--- src/rtl/instr_stream_packer_pkg.sv ---
// Shared definitions for the instruction-stream writer and the fetch-side reader.
// The word width and immediate flag position must match on both ends of the image.
package instr_stream_packer_pkg;

  localparam int WORD_W       = 16;
  localparam int IMM_FLAG_BIT = 2;

  typedef enum logic {
    S_INSTR = 1'b0,
    S_IMM   = 1'b1
  } pack_state_t;

  // True when this instruction word is followed by a 16-bit immediate word.
  function automatic logic instr_has_imm(input logic [WORD_W-1:0] instr, input int flag_bit);
    return instr[flag_bit];
  endfunction

endpackage

--- src/rtl/instr_stream_packer.sv ---
// Packs instructions, plus an optional trailing immediate, into consecutive
// instruction-memory words, one word per cycle, with all write outputs registered.
module instr_stream_packer
  import instr_stream_packer_pkg::*;
#(
  parameter int ADDR_W  = 16,
  parameter int DEPTH   = 2**ADDR_W,
  parameter int IMM_BIT = IMM_FLAG_BIT
) (
  input  logic              clk,
  input  logic              rst,
  input  logic              addr_load,
  input  logic [ADDR_W-1:0] base_addr,
  input  logic              in_valid,
  output logic              in_ready,
  input  logic [WORD_W-1:0] in_instr,
  input  logic [WORD_W-1:0] in_imm,
  output logic              mem_we,
  output logic [ADDR_W-1:0] mem_addr,
  output logic [WORD_W-1:0] mem_data,
  output logic              mem_is_imm,
  output logic              full,
  output logic              err,
  output logic [ADDR_W:0]   word_cnt
);

  // One extra pointer bit so "one past the last word" is representable.
  localparam int PTR_W = ADDR_W + 1;
  localparam logic [PTR_W-1:0] DEPTH_P = PTR_W'(DEPTH);

  pack_state_t       state_reg, state_next;
  logic [PTR_W-1:0]  ptr_reg, ptr_next;
  logic [WORD_W-1:0] imm_reg, imm_next;
  logic              full_reg, full_next;
  logic              err_reg, err_next;
  logic              ready_reg, ready_next;
  logic [ADDR_W:0]   cnt_reg, cnt_next;
  logic              we_reg, we_next;
  logic [ADDR_W-1:0] addr_reg, addr_next;
  logic [WORD_W-1:0] data_reg, data_next;
  logic              is_imm_reg, is_imm_next;

  logic              accept;
  logic              want_imm;
  logic [PTR_W-1:0]  ptr_plus1;
  logic              room_for_two;

  assign in_ready     = ready_reg & ~addr_load;
  assign accept       = in_valid & in_ready;
  assign want_imm     = instr_has_imm(in_instr, IMM_BIT);
  assign ptr_plus1    = ptr_reg + PTR_W'(1);
  assign room_for_two = (ptr_reg + PTR_W'(2)) <= DEPTH_P;

  always_comb begin
    state_next  = state_reg;
    ptr_next    = ptr_reg;
    imm_next    = imm_reg;
    full_next   = full_reg;
    err_next    = err_reg;
    cnt_next    = cnt_reg;
    we_next     = 1'b0;
    addr_next   = addr_reg;
    data_next   = data_reg;
    is_imm_next = is_imm_reg;

    if (addr_load) begin
      // Reload discards any immediate still waiting to be written.
      state_next = S_INSTR;
      ptr_next   = {1'b0, base_addr};
      full_next  = {1'b0, base_addr} >= DEPTH_P;
      err_next   = 1'b0;
      cnt_next   = '0;
    end else if (state_reg == S_IMM) begin
      we_next     = 1'b1;
      addr_next   = ptr_reg[ADDR_W-1:0];
      data_next   = imm_reg;
      is_imm_next = 1'b1;
      ptr_next    = ptr_plus1;
      full_next   = ptr_plus1 >= DEPTH_P;
      cnt_next    = cnt_reg + 1'b1;
      state_next  = S_INSTR;
    end else if (accept) begin
      if (want_imm && !room_for_two) begin
        err_next = 1'b1;
      end else begin
        we_next     = 1'b1;
        addr_next   = ptr_reg[ADDR_W-1:0];
        data_next   = in_instr;
        is_imm_next = 1'b0;
        ptr_next    = ptr_plus1;
        full_next   = ptr_plus1 >= DEPTH_P;
        cnt_next    = cnt_reg + 1'b1;
        if (want_imm) begin
          imm_next   = in_imm;
          state_next = S_IMM;
        end
      end
    end

    ready_next = (state_next == S_INSTR) & ~full_next & ~err_next;
  end

  always_ff @(posedge clk) begin
    if (rst) begin
      state_reg  <= S_INSTR;
      ptr_reg    <= '0;
      imm_reg    <= '0;
      full_reg   <= 1'b0;
      err_reg    <= 1'b0;
      ready_reg  <= 1'b0;
      cnt_reg    <= '0;
      we_reg     <= 1'b0;
      addr_reg   <= '0;
      data_reg   <= '0;
      is_imm_reg <= 1'b0;
    end else begin
      state_reg  <= state_next;
      ptr_reg    <= ptr_next;
      imm_reg    <= imm_next;
      full_reg   <= full_next;
      err_reg    <= err_next;
      ready_reg  <= ready_next;
      cnt_reg    <= cnt_next;
      we_reg     <= we_next;
      addr_reg   <= addr_next;
      data_reg   <= data_next;
      is_imm_reg <= is_imm_next;
    end
  end

  assign mem_we     = we_reg;
  assign mem_addr   = addr_reg;
  assign mem_data   = data_reg;
  assign mem_is_imm = is_imm_reg;
  assign full       = full_reg;
  assign err        = err_reg;
  assign word_cnt   = cnt_reg;

endmodule
--- config.mk ---
export PLATFORM = sky130hd
export DESIGN_NAME = instr_stream_packer
export DESIGN_NICKNAME = d
export VERILOG_FILES = /design/src/rtl/instr_stream_packer_pkg.sv /design/src/rtl/instr_stream_packer.sv
export SDC_FILE = /design/constraint.sdc
export NUM_CORES = 1
export LEC_CHECK = 0
export CAP_MARGIN = 0
export CORE_AREA = 10 10 127 94
export DETAILED_ROUTE_END_ITERATION = 7
export DIE_AREA = 0 0 137 104
export MAX_ROUTING_LAYER = met4
export PLACE_DENSITY = 0.86
export RECOVER_POWER = 100
export SLEW_MARGIN = 20
export SYNTH_ARGS = -nofsm -noshare
export SYNTH_HDL_FRONTEND = slang
export SYNTH_SLANG_ARGS = --single-unit
--- constraint.sdc ---
create_clock -name clk -period 3.1 [get_ports clk]
set_clock_uncertainty 0.1 [all_clocks]
set_input_delay 0.62 -clock clk [delete_from_list [all_inputs] [get_ports clk]]
set_output_delay 0.62 -clock clk [all_outputs]
set_load 0.02 [all_outputs]
==> Word-level counts from Yosys, hierarchy flattened <==
Index checks and enable logic that the tools add are counted.
{ "totals": {"register_bits": 88, "input_bits": 52} }
{ "op_classes": {"n_eq_ne": 2, "reduce_logical": 9, "muxes": 32, "order_cmp": 2, "n_bitwise": 10, "add_sub_neg": 3} }
{ "ops": {"columns": ["operator", "n"], "rows": [
  ["$mux 16", 7],
  ["$mux 17", 6],
  ["$add 17x1->17 const B", 2],
  ["$mux 1", 19],
  ["$add 17x2->17 const B", 1],
  ["$ge 17x17->1 const B", 1],
  ["$le 17x17->1 const B", 1],
  ["$not 1->1", 6],
  ["$reduce_and 5->1", 1],
  ["$and 1x1->1", 4],
  ["$reduce_and 2->1", 2],
  ["$ne 3x3->1 const B", 1],
  ["$reduce_and 3->1", 1],
  ["$reduce_bool 3->1", 1],
  ["$ne 2x2->1 const B", 1],
  ["$reduce_bool 2->1", 1],
  ["$reduce_or 2->1", 1],
  ["$logic_and 1x1->1", 1],
  ["$logic_not 1->1", 1]
]} }

==> Logic depth before layout (Yosys ltp) <==
{ "depth": {"word_depth": 11, "depth_mapped": 11, "depth_no_buf": 8} }

==> Worst setup path after synthesis <==
No wires, ideal clock.
{ "synth_timing": {"kind": "register -> register", "start": "register ptr_reg[1]", "end": "register ptr_reg[15]", "arrival_ps": 2729, "stages_incl_launch_ff": 10, "path_buffers": 1, "synth_period_minus_slack_ps": 2920, "path_slack_ps": 180, "setup_ps": 91, "cell_sequence": "dfxtp_1 > ha_1 > buf_4 > xor2_1 > or4b_1 > a311oi_2 > o2111ai_2 > a21o_1 > or4_1 > a311oi_1"} }
{ "synth_between": {"elab_chain_len": 6} }
{ "synth_rtl": {"columns": ["element", "line_no", "text"], "rows": [
  ["from (decl)", "instr_stream_packer.sv:32", "logic [PTR_W-1:0] ptr_reg, ptr_next;"],
  ["from (signal assigned)", "instr_stream_packer.sv:118", "ptr_reg <= ptr_next;"],
  ["$add 17x2->17", "instr_stream_packer.sv:52", "assign room_for_two = (ptr_reg + PTR_W'(2)) <= DEPTH_P;"],
  ["$le 17x17->1", "instr_stream_packer.sv:52", null],
  ["$logic_not 1->1", "instr_stream_packer.sv:83", "if (want_imm && !room_for_two) begin"],
  ["$logic_and 1x1->1", "instr_stream_packer.sv:83", null],
  ["$ne 3x3->1 (no source line)", null, null],
  ["$reduce_and 2->1 (no source line)", null, null]
]} }
Parallel ways exist; a longest one is shown, timed or not. The select of a mux whose other input is x is not followed.
A chain may end at the register's enable or synchronous reset.

==> Worst setup path in the final report <==
{ "layout_timing": {"start": "register ptr_reg[2]", "end": "register ptr_reg[12]"} }
Same word-level chain as after synthesis.

==> run metrics <==
Cells after Synth 475; top cell type's share of synthesized area 0.418; most common cell in the synthesized netlist dfxtp_1; Overall Power 0.00279 W; met1 usage 0.229; number of max-cap violations 0; Final nets 639; number of global-route vias before repair 4,008; Mapped Nets 531; gr usage total 0.183; clock buffer count from CTS 9; pin count of the biggest net entering global routing 67; first-pass GRT wire length 20.6 mm; n_diodes 0; Worst Setup Start Kind flop; DRT iter0 DRCs 335; Synth cell types 53; Mean Syn Cell Area 8.88 sq um; Post-Place Worst Slack 88.8 ps; Commonest cells post-synth 88 x dfxtp_1, 74 x nor2_1, 51 x mux2i_1; htree depth 3; area grow syn2layout 40.1%; Post-synth EDFFs 0; ys flop type dfxtp_1; Crit path required time 3250 ps; # IOs 106; post-DP HPWL 9.51 mm; Clock Sinks 88; Worst Hold Class flop to flop; GR Util met2 0.275; PD cells 472 mW/mm^2; PortBufs 105; Initial Util 0.442; Yosys top cell by area dfxtp_1; Post-Route WL 13.5 mm; Finished Core Util 0.620; P_leak 2.33 nW; clk_lat worst skew 340 ps; gp weighted congestion 0.928; Hold Vio Cnt, Final 0; die area 0.0142 sq mm; WL per Instance 18.8 um; Die H 104 um; Seq cells post-synth 88; ys async rst share 0; DR DRC count 0; Site Rows 30; Final period util 0.961; critical-path cell list ha_1 > xor2_1 > or4b_1 > a311oi_2 > o2111ai_2 > a21o_4 > or4_1 > a311oi_2; met3 GRT Util 0.0574; post-synthesis sequential area ratio 0.418; clk slew on worst S/H paths 60 ps; antenna violations before repair 0; layout cells sized above 1 0.100; outcome finished clean; CTS max path bufs 2; FILL cells 797; most frequent CP cell a311oi_2; Core Footprint 0.00953 sq mm; CP endpoint kind flop; Top Usage Layer GRT met2; RSZ-0062 raised after global routing true; minimum clock period 2980 ps; relative slew slack 0.536; top area cells in the synthesized netlist dfxtp_1 42%, mux2i_1 12%, nor2_1 6.6%; CP Data Arrival Time 3130 ps; DP Cell Count 695; CP max stage cell or4_1; final setup vio count 0; final slew viol count 0; Detailed Routing Iterations Pass 1 5; CP Max Fanout 12; Cell Area, Synth 0.00422 sq mm; Syn. warnings 0; Crit path largest cell delay 520 ps; Remaining Overflow, GRT 0; Vias 4,049; final worst setup slack 121 ps; Root Buffer clkbuf_16; Hold-fix buffers, CTS 0; crit path kind flop to flop; hold depth 2; Non-Filler Instances 716; FF-to-FF path depth 8; CTS tree built; antenna violation net count after detailed routing 0; peak supply drop 341 uV; Worst Tran Pin Value 696 ps; Chip Width 137 um; number of vias per cell 5.66; f_max 0.336 GHz
-- worst paths after layout --
kind                                 start                  endpoint  slack, ps
setup / recovery   ptr_reg[2]$_SDFFE_PP0P_  ptr_reg[12]$_SDFFE_PP0P_        120
hold / removal    mem_addr[0]$_SDFFE_PP0P_  mem_addr[0]$_SDFFE_PP0P_        400
setup reg to reg   ptr_reg[2]$_SDFFE_PP0P_  ptr_reg[12]$_SDFFE_PP0P_        120
hold reg to reg   mem_addr[0]$_SDFFE_PP0P_  mem_addr[0]$_SDFFE_PP0P_        400
-- final cells by class --
type                       instances  area [sq um]  share of cell area
inverter                           7          26.3             0.00445
sequential                        88          1760               0.299
clock inverter                     4          77.6              0.0131
clock buffer                      12           246              0.0417
multi-input combinational        341          2280               0.386
tap                              128           160              0.0271
timing repair buffer             136          1350               0.229
-- where the power goes --
group	internal [W]	switching (W)	leakage, nW
sequential	0.00117	0.0000388	0.718
combinational	0.000191	0.000194	1.46
clock	0.000732	0.000459	0.157
total	0.00210	0.000692	2.33
-- through the flow --
| step | cell area (sq um) | hold WS, ps | TNS [ps] |
|---|---|---|---|
| finish | 5910 | 395 | 0 |
| CTS | 5780 | 399 | 0 |
| global placement | 5460 | 370 | 0 |
| detailed placement | 5460 | 384 | 0 |
| global route | 5910 | 415 | -73.7 |
| floorplan | 4220 | 363 | 0 |
-- per-layer routing --
metal	vias up	wire (um)
met3	19	1140
met1	1914	5920
li1	1958	-
met5	-	0
met2	158	6180
met4	0	222
-- placed cells by master (no fill, tap or decap), types with 3 or more instances in the layout --
| master | n |
|---|---|
| dfxtp_1 | 86 |
| nor2_1 | 74 |
| dlygate4sd3_1 | 54 |
| mux2i_1 | 51 |
| clkdlybuf4s50_1 | 50 |
| nand2_1 | 22 |
| buf_4 | 22 |
| a21oi_1 | 19 |
| a211oi_1 | 18 |
| nand3_1 | 16 |
| o31ai_1 | 16 |
| or4_1 | 15 |
| o21ai_0 | 12 |
| clkbuf_16 | 11 |
| or3_1 | 8 |
| a311oi_1 | 8 |
| inv_1 | 7 |
| nand4_1 | 7 |
| and3_1 | 7 |
| xnor2_1 | 6 |
| and2_1 | 5 |
| ha_1 | 4 |
| buf_6 | 4 |
| nor3_1 | 3 |
| nand2b_1 | 3 |
| a31oi_1 | 3 |
| and4_1 | 3 |
| a311oi_2 | 3 |
-- kinds of logic after synthesis --
family | Yosys count | share of synthesized area
adders and majority gates | 4 | 0.0119
DFF | 88 | 0.418
muxes | 51 | 0.121
AOI/OAI and AO/OA | 101 | 0.171
buffers and inverters | 46 | 0.0504
and+or+nand+nor | 177 | 0.211
xor gates and xnor gates | 8 | 0.0166
-- repair_timing --
action,4_1_cts,5_1_grt
setup buffers,0,2
setup endpoints to repair,0,42
resized for setup,0,15
-- worst max-delay path: cells and delay by family, from the launching register on --
| kind | cells | cell delay (ps) |
|---|---|---|
| AND/OR/NAND/NOR | 2 | 1000 |
| XOR/XNOR | 1 | 140 |
| adder cells (fa/ha/maj) | 1 | 210 |
| flip-flops | 1 | 350 |
| AO/OA/AOI/OAI | 4 | 1090 |
(Power assumes the default switching activity.)
